$ cat config.mk
export PLATFORM = sky130hd
export DESIGN_NAME = pc_seq_ctrl
export DESIGN_NICKNAME = d
export VERILOG_FILES = /design/src/rtl/pc_seq_pkg.sv /design/src/rtl/sat_counter.sv /design/src/rtl/pc_seq_ctrl.sv
export SDC_FILE = /design/constraint.sdc
export NUM_CORES = 1
export LEC_CHECK = 0
export ABC_AREA = 1
export BUFFER_PORTS_ARGS = -buffer_cell sky130_fd_sc_hd__buf_2
export CAP_MARGIN = 30
export CORE_ASPECT_RATIO = 1.1
export CORE_MARGIN = 3
export CORE_UTILIZATION = 48
export DETAILED_ROUTE_END_ITERATION = 12
export HOLD_SLACK_MARGIN = 0.12
export PLACE_DENSITY_LB_ADDON = 0.25
export REMOVE_ABC_BUFFERS = 1
export SYNTH_ARGS = -nofsm -noshare
export SYNTH_HDL_FRONTEND = slang
export SYNTH_SLANG_ARGS = --single-unit
$ cat constraint.sdc
create_clock -name clk_i -period 2.3 [get_ports clk_i]
set_clock_uncertainty 0.1 [all_clocks]
set_input_delay 0.23 -clock clk_i [delete_from_list [all_inputs] [get_ports clk_i]]
set_output_delay 0.23 -clock clk_i [all_outputs]
set_load 0.05 [all_outputs]
$ cat src/rtl/pc_seq_pkg.sv
`default_nettype none
// ============================================================================
// Module      : pc_seq_pkg
// Description : Shared types and constants for the next-PC sequencer:
//               FSM state encoding, default reset fetch address and the
//               next-PC select codes used by the priority mux.
// Revision    : 1.0 - initial release
// ============================================================================
package pc_seq_pkg;

  // Encoding 2'd3 is never entered; the FSM decodes it back to BOOT.
  typedef enum logic [1:0] {
    BOOT  = 2'd0,
    RUN   = 2'd1,
    FLUSH = 2'd2
  } state_e;

  localparam logic [31:0] DEFAULT_RESET_PC = 32'h0000_3000;

  typedef enum logic [2:0] {
    SEL_HOLD = 3'd0,
    SEL_SEQ  = 3'd1,
    SEL_JR   = 3'd2,
    SEL_J    = 3'd3,
    SEL_BR   = 3'd4
  } pc_sel_e;

  // J-type target: region bits of the ID-stage PC, word index, word aligned.
  function automatic logic [31:0] jump_target(input logic [3:0]  pc_region,
                                              input logic [25:0] idx);
    return {pc_region, idx, 2'b00};
  endfunction

endpackage

`default_nettype wire

$ cat src/rtl/sat_counter.sv
`default_nettype none
// ============================================================================
// Module      : sat_counter
// Description : Up-counter that sticks at all-ones instead of wrapping.
// Ports       : clk_i   - clock, rising edge
//               rst_ni  - asynchronous active-low reset (count -> 0)
//               clr_i   - synchronous clear, dominates inc_i
//               inc_i   - increment request for this cycle
//               cnt_o   - current count
// Revision    : 1.0 - initial release
// ============================================================================
module sat_counter #(
  parameter int unsigned WIDTH = 16
) (
  input  logic             clk_i,
  input  logic             rst_ni,
  input  logic             clr_i,
  input  logic             inc_i,
  output logic [WIDTH-1:0] cnt_o
);

  localparam logic [WIDTH-1:0] ONE = {{(WIDTH-1){1'b0}}, 1'b1};

  logic [WIDTH-1:0] cnt_q;
  logic [WIDTH-1:0] cnt_d;

  always_comb begin
    cnt_d = cnt_q;
    if (clr_i) begin
      cnt_d = '0;
    end else if (inc_i && (cnt_q != '1)) begin
      cnt_d = cnt_q + ONE;
    end
  end

  always_ff @(posedge clk_i or negedge rst_ni) begin
    if (!rst_ni) begin
      cnt_q <= '0;
    end else begin
      cnt_q <= cnt_d;
    end
  end

  assign cnt_o = cnt_q;

endmodule

`default_nettype wire

$ cat src/rtl/pc_seq_ctrl.sv
`default_nettype none
// ============================================================================
// Module      : pc_seq_ctrl
// Description : Next-PC sequencer for the 5-stage MIPS pipeline. Owns the
//               fetch PC and arbitrates stall > jr > jump > branch > pc+4.
//               Redirects squash the wrong-path fetch via if_flush_o and may
//               extend the squash through a FLUSH state.
// Ports       : clk_i, rst_ni     - clock / async active-low reset
//               stall_i           - load-use hazard, hold PC
//               br_taken_i/br_target_i, jump_i/jump_idx_i,
//               jr_i/jr_target_i  - ID-stage redirect requests
//               pc_id_i           - PC of the instruction in ID
//               pc_o, pc_plus4_o  - fetch address and its successor
//               pc_en_o, if_flush_o - PC update / IF-ID clear strobes
//               state_o           - FSM state (debug)
//               stall_cnt_o, redir_cnt_o - saturating perf counters
//               addr_err_o        - sticky misaligned-target flag
//                                   (only with PC_ALIGN_CHK_EN)
// Config      : `define PC_ALIGN_CHK_EN to reject misaligned jr/branch
//               targets; otherwise the low two target bits are cleared.
// Revision    : 1.0 - initial release
// ============================================================================
module pc_seq_ctrl
  import pc_seq_pkg::*;
#(
  parameter logic [31:0] RESET_PC     = DEFAULT_RESET_PC,
  parameter int unsigned FLUSH_CYCLES = 1,
  parameter int unsigned CNT_W        = 16
) (
  input  logic             clk_i,
  input  logic             rst_ni,
  input  logic             stall_i,
  input  logic             br_taken_i,
  input  logic [31:0]      br_target_i,
  input  logic             jump_i,
  input  logic [25:0]      jump_idx_i,
  input  logic             jr_i,
  input  logic [31:0]      jr_target_i,
  input  logic [31:0]      pc_id_i,
  output logic [31:0]      pc_o,
  output logic [31:0]      pc_plus4_o,
  output logic             pc_en_o,
  output logic             if_flush_o,
  output logic [1:0]       state_o,
  output logic [CNT_W-1:0] stall_cnt_o,
  output logic [CNT_W-1:0] redir_cnt_o
`ifdef PC_ALIGN_CHK_EN
  ,
  output logic             addr_err_o
`endif
);

  // Extra squash cycles spent in FLUSH after the redirect cycle itself.
  localparam logic [2:0] FCNT_INIT = 3'(FLUSH_CYCLES - 1);
  localparam bit         HAS_FLUSH = (FLUSH_CYCLES > 1);

  state_e      state_q, state_d;
  logic [2:0]  fcnt_q, fcnt_d;
  logic [31:0] pc_q, pc_d;
  logic [31:0] pc_plus4;
  pc_sel_e     sel;
  pc_sel_e     redir_sel;
  logic [31:0] jr_tgt, br_tgt, j_tgt;
  logic        redir_req;
  logic        redir_ok;
  logic        stall_inc;
  logic        redir_inc;
  logic        addr_err_set;

  assign pc_plus4  = pc_q + 32'd4;
  assign j_tgt     = jump_target(pc_id_i[31:28], jump_idx_i);
  assign redir_req = jr_i | jump_i | br_taken_i;

  always_comb begin
    redir_sel = SEL_BR;
    if (jr_i) begin
      redir_sel = SEL_JR;
    end else if (jump_i) begin
      redir_sel = SEL_J;
    end
  end

`ifdef PC_ALIGN_CHK_EN
  logic [31:0] redir_tgt;
  logic        addr_err_q;

  assign jr_tgt = jr_target_i;
  assign br_tgt = br_target_i;

  always_comb begin
    redir_tgt = br_tgt;
    if (jr_i) begin
      redir_tgt = jr_tgt;
    end else if (jump_i) begin
      redir_tgt = j_tgt;
    end
  end

  // Only the winning target is checked; jump targets are always aligned.
  assign redir_ok = (redir_tgt[1:0] == 2'b00);

  always_ff @(posedge clk_i or negedge rst_ni) begin
    if (!rst_ni) begin
      addr_err_q <= 1'b0;
    end else if (addr_err_set) begin
      addr_err_q <= 1'b1;
    end
  end

  assign addr_err_o = addr_err_q;

  logic unused_w;
  assign unused_w = ^pc_id_i[27:0];
`else
  assign jr_tgt   = {jr_target_i[31:2], 2'b00};
  assign br_tgt   = {br_target_i[31:2], 2'b00};
  assign redir_ok = 1'b1;

  logic unused_w;
  assign unused_w = ^{pc_id_i[27:0], jr_target_i[1:0], br_target_i[1:0],
                      addr_err_set};
`endif

  // Next-state and strobe logic. Strobes depend on the current inputs so the
  // IF/ID register sees if_flush in the same cycle the redirect is decoded.
  always_comb begin
    state_d      = state_q;
    fcnt_d       = fcnt_q;
    sel          = SEL_HOLD;
    pc_en_o      = 1'b0;
    if_flush_o   = 1'b0;
    stall_inc    = 1'b0;
    redir_inc    = 1'b0;
    addr_err_set = 1'b0;
    case (state_q)
      BOOT: begin
        state_d = RUN;
      end
      RUN: begin
        if (stall_i) begin
          // Redirects seen under a stall are re-presented by the hazard unit.
          stall_inc = 1'b1;
        end else if (redir_req) begin
          if_flush_o = 1'b1;
          if (redir_ok) begin
            sel       = redir_sel;
            pc_en_o   = 1'b1;
            redir_inc = 1'b1;
            if (HAS_FLUSH) begin
              state_d = FLUSH;
              fcnt_d  = FCNT_INIT;
            end
          end else begin
            addr_err_set = 1'b1;
          end
        end else begin
          sel     = SEL_SEQ;
          pc_en_o = 1'b1;
        end
      end
      FLUSH: begin
        // Everything arriving from ID now belongs to squashed instructions.
        if_flush_o = 1'b1;
        sel        = SEL_SEQ;
        pc_en_o    = 1'b1;
        fcnt_d     = fcnt_q - 3'd1;
        if (fcnt_q <= 3'd1) begin
          state_d = RUN;
        end
      end
      default: begin
        state_d = BOOT;
      end
    endcase
  end

  always_comb begin
    case (sel)
      SEL_SEQ: pc_d = pc_plus4;
      SEL_JR:  pc_d = jr_tgt;
      SEL_J:   pc_d = j_tgt;
      SEL_BR:  pc_d = br_tgt;
      default: pc_d = pc_q;
    endcase
  end

  always_ff @(posedge clk_i or negedge rst_ni) begin
    if (!rst_ni) begin
      state_q <= BOOT;
      fcnt_q  <= 3'd0;
      pc_q    <= RESET_PC;
    end else begin
      state_q <= state_d;
      fcnt_q  <= fcnt_d;
      pc_q    <= pc_d;
    end
  end

  sat_counter #(.WIDTH(CNT_W)) u_stall_cnt (
    .clk_i  (clk_i),
    .rst_ni (rst_ni),
    .clr_i  (1'b0),
    .inc_i  (stall_inc),
    .cnt_o  (stall_cnt_o)
  );

  sat_counter #(.WIDTH(CNT_W)) u_redir_cnt (
    .clk_i  (clk_i),
    .rst_ni (rst_ni),
    .clr_i  (1'b0),
    .inc_i  (redir_inc),
    .cnt_o  (redir_cnt_o)
  );

  assign pc_o       = pc_q;
  assign pc_plus4_o = pc_plus4;
  assign state_o    = state_q;

endmodule

`default_nettype wire

# After elaboration in Yosys (flattened, before gate mapping)
# Index checks and enable logic that the tools add are counted.
[word_totals]
inputBits = 128
register_bits = 69
elab_cells = 43
[classes]
bitwise_logic = 3
muxes = 16
n_lt_le_gt_ge = 1
n_eq_ne = 9
n_reduce_logical = 5
add_sub_neg = 4
[op_table]
columns = ["op", "count"]
rows = [
  ["$pmux 32 s4", 1],
  ["$add 16x1->16 const B", 2],
  ["$add 32x3->32 const B", 1],
  ["$ne 16x16->1 const B", 2],
  ["$mux 3", 4],
  ["$eq 3x2->1 const B", 2],
  ["$mux 1", 6],
  ["$pmux 2 s3", 1],
  ["$pmux 3 s2", 1],
  ["$pmux 1 s2", 2],
  ["$reduce_bool 4->1", 1],
  ["$eq 3x1->1 const B", 1],
  ["$eq 3x3->1 const B", 1],
  ["$le 3x1->1 const B", 1],
  ["$sub 3x1->3 const B", 1],
  ["$eq 2x1->1 const B", 1],
  ["$eq 2x2->1 const B", 1],
  ["$logic_and 1x1->1", 2],
  ["$logic_not 2->1", 1],
  ["$mux 2", 1],
  ["$ne 2x2->1 const B", 1],
  ["$or 1x1->1", 2],
  ["$reduce_and 2->1", 1],
  ["$not 1->1", 1],
]

# Longest topological paths before layout
[logic_depth]
ltp_word = 7
mapped_depth = 11
mapped_depth_nobuf = 10

# Modules after synthesis
# Synthesis repeated with hierarchy kept, for this count alone.
[hier_totals]
hier_cells = 854
area_unflattened_um2 = 5134.9
[by_module_without_submodules]
columns = ["module", "cells_each", "area_each_um2", "instances"]
rows = [
  ["pc_seq_ctrl", 566, 3060.4, 1],
  ["sat_counter", 144, 1037.2, 2],
]

# Least setup slack after synthesis
# Ideal clock, no wire load.
[synth_path]
kind = "register to register"
start = "register pc_q[2] (netlist: pc_o[2])"
end = "register pc_q[9] (netlist: pc_o[9])"
path_slack_ps = -389
stages_incl_launch_ff = 7
arrival_ps = 2514
synth_period_minus_slack_ps = 2689
n_path_buf = 0
setup_time_ps = 75
cell_sequence = "dfrtp_1 > inv_1 > nor2_2 > nand2_1 > xor2_1 > o22ai_1 > nor2_1"
[synth_between]
elab_chain_cells = 2
[synth_rtl]
columns = ["element", "line", "text"]
rows = [
  ["from (decl)", "pc_seq_ctrl.sv:59", "logic [31:0] pc_q, pc_d;"],
  ["from (signal assigned)", "pc_seq_ctrl.sv:195", "pc_q <= pc_d;"],
  ["$add 32x3->32", "pc_seq_ctrl.sv:70", "assign pc_plus4 = pc_q + 32'd4;"],
  ["net pc_plus4_o[9]", "pc_seq_ctrl.sv:41", "output logic [31:0] pc_plus4_o,"],
  ["$pmux 32 s4", "pc_seq_ctrl.sv:178", "case (sel)"],
]
# The timed path passes the listed nets, and every way through them passes these cells.
# A chain may end at the register's enable or synchronous reset.

# Worst setup path after layout
[layout_path]
start = "register pc_q[12] (netlist: pc_o[12])"
end = "output pc_plus4_o[13]"
[layout_between]
elab_chain_cells = 1
[layout_rtl]
columns = ["element", "line"]
rows = [
  ["$add 32x3->32", "pc_seq_ctrl.sv:70"],
  ["to (decl)", "pc_seq_ctrl.sv:41"],
]
# Every way passes these cells.

==> run summary <==
Y dimension of the die: 112 um. The mean cell area of the mapped netlist is 6.27 um^2, and the number of iterations in the first detailed-routing pass is 5. Internal power comes to 2.51 mW. The multi-input combinational cell area is 2890 um^2. The CTS sink count is 63, and the worst path setup slack after routing is 0.0611 ns.

In this run the remaining antenna-violating nets after routing total 0. Synthesis instantiated 37 different standard cells from the library. On the worst path, the slowest cell contributes a delay of 0.57 ns. Walking the worst path, the cells encountered are nand2_1 > nor2_1 > nand2_1 > nor2_2 > xor2_1 > buf_6. The most numerous cell type found on the critical path is sky130_fd_sc_hd__nand2_1.

Final count of pins violating max slew: 0. For the hold violation count in the final report, the log shows 0. The logs give 0.505 for the initial core utilization and 9630 um^2 for the area of the core region.

Across the run, the number of max-cap violations was 0. Setup repair after global routing could not meet its margin everywhere. The floorplan has 37 rows. The run finished with clean final reports. The tools report the combinational share of power as 0.444.

The critical path is of the reg -> out type. For the relative max-transition margin, the log shows 0.615. The root cell of the clock tree is sky130_fd_sc_hd__clkbuf_8. The fraction of power spent switching nets was 0.479.

The maximum number of pins on one net before global-route repair is 40, and the count of inserted antenna diode cells is 0. The data required time of the critical path was 1.97 ns. 228 I/O pins were placed. TritonCTS built the clock tree.

The congestion estimate from routability-driven global placement came to 0.935. The number of global-route vias before repair is 5267. Buffers placed on the I/O ports in this run total 190. For the wire length of the first global-routing pass, the log shows 24700 um.

The longest clock path from root to sink contains 2 buffers. The synthesized netlist occupies a cell area of 4860 um^2. The routed design has 15500 um of wire.

For the total overflow reported by the global router, the log shows 0. The setup violation total in the final timing report came out at 0. Along the worst path, the maximum fanout reaches 5. By area the synthesized netlist is led by sky130_fd_sc_hd__dfrtp_1 31%, sky130_fd_sc_hd__nand2_1 23%, sky130_fd_sc_hd__nand3_1 7.7%. The routed layout has 5599 vias. For the clock buffer count from CTS, the log shows 9. In the final routed layout, each cell accounts on average for 14.0 um.

The tools report the startpoint kind of the worst setup timing path as a flip-flop. At the placement stage, the worst setup path has a slack of 0.327 ns. The biggest area contributor in the post-synthesis netlist is sky130_fd_sc_hd__dfrtp_1. Overall power consumption after layout is estimated at 4.82 mW.

The die covers 11400 um^2. In this run the register-to-register setup slack is 0.09 ns. The shortest period the worst path allows came out at 2.24 ns. The post-synthesis to final-layout area growth came out at 32.8%. For the worst-skew pair, the clock arrives at the later sink with an insertion delay of 0.34 ns.

At the pin with the least slew margin, the transition time is 0.577 ns. The initial antenna violation count is 0, and the mean number of vias per cell is 5.06. Overall track demand over capacity in global routing: 0.267. The sequential cell area in the final layout was 1580 um^2; the power density over the cells was 746 nW/um^2. The synthesized instance count was 775. STA classifies the critical path endpoint as a primary output. CTS built an H-tree with a depth of 3.

Counting flops and latches in the post-synthesis netlist gives 63. The die boundary width was 102 um. The run gives 0.325 as the sequential-to-total area share from yosys stat. The ratio of final minimum period to clock period was 0.973; the DRC violation count after routing was 0. The violation count after the first detailed-route iteration was 388. The fraction of power consumed by sequential logic is 0.322. The layout has 917 filler cells. The share of cells above drive strength 1 came out at 0.267.

The wire-length estimate of the detail-placed layout is 11800 um. Most common cell after layout, fill and taps aside: sky130_fd_sc_hd__nand2_1. Clock-pin slew was measured on the worst setup and hold paths at 0.07 ns. The timing-limited maximum frequency was 447 MHz; the arrival time reported for the critical path endpoint was 1.91 ns.

Type of the worst min-delay path: in -> reg. In the layout the commonest cells are 295 x sky130_fd_sc_hd__nand2_1, 168 x sky130_fd_sc_hd__buf_2, 91 x sky130_fd_sc_hd__nor2_1. Critical-path cell with the highest stage delay: sky130_fd_sc_hd__dfstp_2.

IR analysis of the VDD net gives a maximum drop of 0.482 mV. The logs give 1107 for the post-route non-filler standard cell count and 0 for the yosys synthesis warning count. For the number of placed instances with taps included, the log shows 1073. For the net count of the finished layout, the log shows 1116. In this run the power spent charging and discharging nets is 2.31 mW. The fraction of synthesized cell area taken by the top area cell type came out at 0.314. For this design the static power due to leakage is 3.37 nW. The proportion of power drawn by the clock network is 0.233.
[per-layer routing]
layer  track usage  part of all wire
met1         0.321              0.40
met2         0.456              0.49
met3        0.0482             0.066
met4         0.119             0.038
met5             0                 0
[layout make-up]
| type | count | area share |
|---|---|---|
| Inverter | 84 | 0.0504 |
| Multi-Input combinational cell | 610 | 0.448 |
| Tap cell | 117 | 0.0227 |
| Timing Repair Buffer | 217 | 0.198 |
| Clock buffer | 10 | 0.0213 |
| Sequential cell | 63 | 0.245 |
| Clock inverter | 6 | 0.0143 |
[power by group through the flow]
stage / sequential (mW) / clock [mW] / combinational (mW)
3_3_place_gp: 1.56 / 0 / 2.02
4_1_cts: 1.54 / 1.15 / 2.09
5_1_grt: 1.59 / 1.20 / 2.28
2_1_floorplan: 2.15 / 0 / 0.872
3_5_place_dp: 1.56 / 0 / 2.04
6_report: 1.55 / 1.12 / 2.14
[state kept, by name (all words and copies together), names as in the netlist]
name and flops:
state_o 1, u_stall_cnt.cnt_o 16, u_redir_cnt.cnt_o 16, pc_o 30
[Yosys cell counts]
| library cell | count |
|---|---|
| sky130_fd_sc_hd__nand2_1 | 298 |
| sky130_fd_sc_hd__nor2_1 | 99 |
| sky130_fd_sc_hd__inv_1 | 76 |
| sky130_fd_sc_hd__nand3_1 | 75 |
| sky130_fd_sc_hd__dfrtp_1 | 61 |
| sky130_fd_sc_hd__o21ai_0 | 28 |
| sky130_fd_sc_hd__xnor2_1 | 17 |
| sky130_fd_sc_hd__xor2_1 | 17 |
| sky130_fd_sc_hd__a21oi_1 | 16 |
| sky130_fd_sc_hd__buf_4 | 11 |
| sky130_fd_sc_hd__inv_2 | 7 |
| sky130_fd_sc_hd__nand4_1 | 7 |
| sky130_fd_sc_hd__buf_2 | 6 |
| sky130_fd_sc_hd__nand3b_1 | 5 |
| sky130_fd_sc_hd__nor2_2 | 5 |
| sky130_fd_sc_hd__nor3_1 | 5 |
| sky130_fd_sc_hd__o21ai_2 | 5 |
| sky130_fd_sc_hd__o21ai_1 | 4 |
| sky130_fd_sc_hd__a22oi_1 | 3 |
| sky130_fd_sc_hd__buf_6 | 3 |
| sky130_fd_sc_hd__ha_1 | 3 |
| sky130_fd_sc_hd__nand2_2 | 3 |
| sky130_fd_sc_hd__a22o_1 | 2 |
| sky130_fd_sc_hd__clkbuf_1 | 2 |
| sky130_fd_sc_hd__conb_1 | 2 |
| sky130_fd_sc_hd__dfstp_2 | 2 |
| sky130_fd_sc_hd__nor3_2 | 2 |
| sky130_fd_sc_hd__o22ai_1 | 2 |
| sky130_fd_sc_hd__a31oi_1 | 1 |
| sky130_fd_sc_hd__and2_1 | 1 |
| sky130_fd_sc_hd__inv_4 | 1 |
| sky130_fd_sc_hd__nand2_4 | 1 |
| sky130_fd_sc_hd__nand3_2 | 1 |
| sky130_fd_sc_hd__nand3_4 | 1 |
| sky130_fd_sc_hd__nor2_4 | 1 |
| sky130_fd_sc_hd__nor2_8 | 1 |
| sky130_fd_sc_hd__nor3b_1 | 1 |
[timing repair]
item	4_1_cts	5_1_grt
pin swaps	0	0
resized for setup	7	55
hold buffers	18	0
buffers inserted	0	0
endpoints found under the hold margin	35	0
setup endpoints to repair	3	28
[through the flow]
stage / hold slack (ns) / TNS (ns) / util / cell area (um^2)
after floorplan: -0.166 / -4.52 / - / 4720
after global placement: 0.163 / 0 / 0.613 / 5900
after detailed placement: 0.163 / 0 / 0.613 / 5900
after CTS: 0.125 / -0.0216 / 0.657 / 6330
after global routing: 0.158 / -0.169 / 0.671 / 6460
final: 0.133 / 0 / 0.671 / 6460
[worst paths after layout]
check / startpoint / end / cells after the start
max reg2reg: state_o[0] / pc_o[3] / 9
min reg2reg: u_stall_cnt.cnt_o[0] / u_stall_cnt.cnt_o[0] / 1
min in group asynchronous: rst_ni / u_redir_cnt.cnt_o[7] / 2
min: br_target_i[12] / pc_o[12] / 5
max in group asynchronous: rst_ni / pc_o[13] / 3
max: pc_o[12] / pc_plus4_o[13] / 6
[kinds of logic (layout without fill, tap and decap cells)]
group	count (synthesis)	after routing	synth area share
simple gates	506	506	0.437
fa+ha+maj	3	3	0.00772
compound gates	61	61	0.0705
flops	63	63	0.325
other cells	2	6	0.00154
buf+inv	106	317	0.0970
xor+xnor	34	34	0.0612
[worst max-delay path: cells and delay by family, from the launching register on]
kind / cells / cell delay [ns]
xor gates and xnor gates: 1 / 0.26
and+or+nand+nor: 4 / 0.54
DFF: 1 / 0.57
buffers and inverters: 1 / 0.21
(Power assumes the default switching activity.)
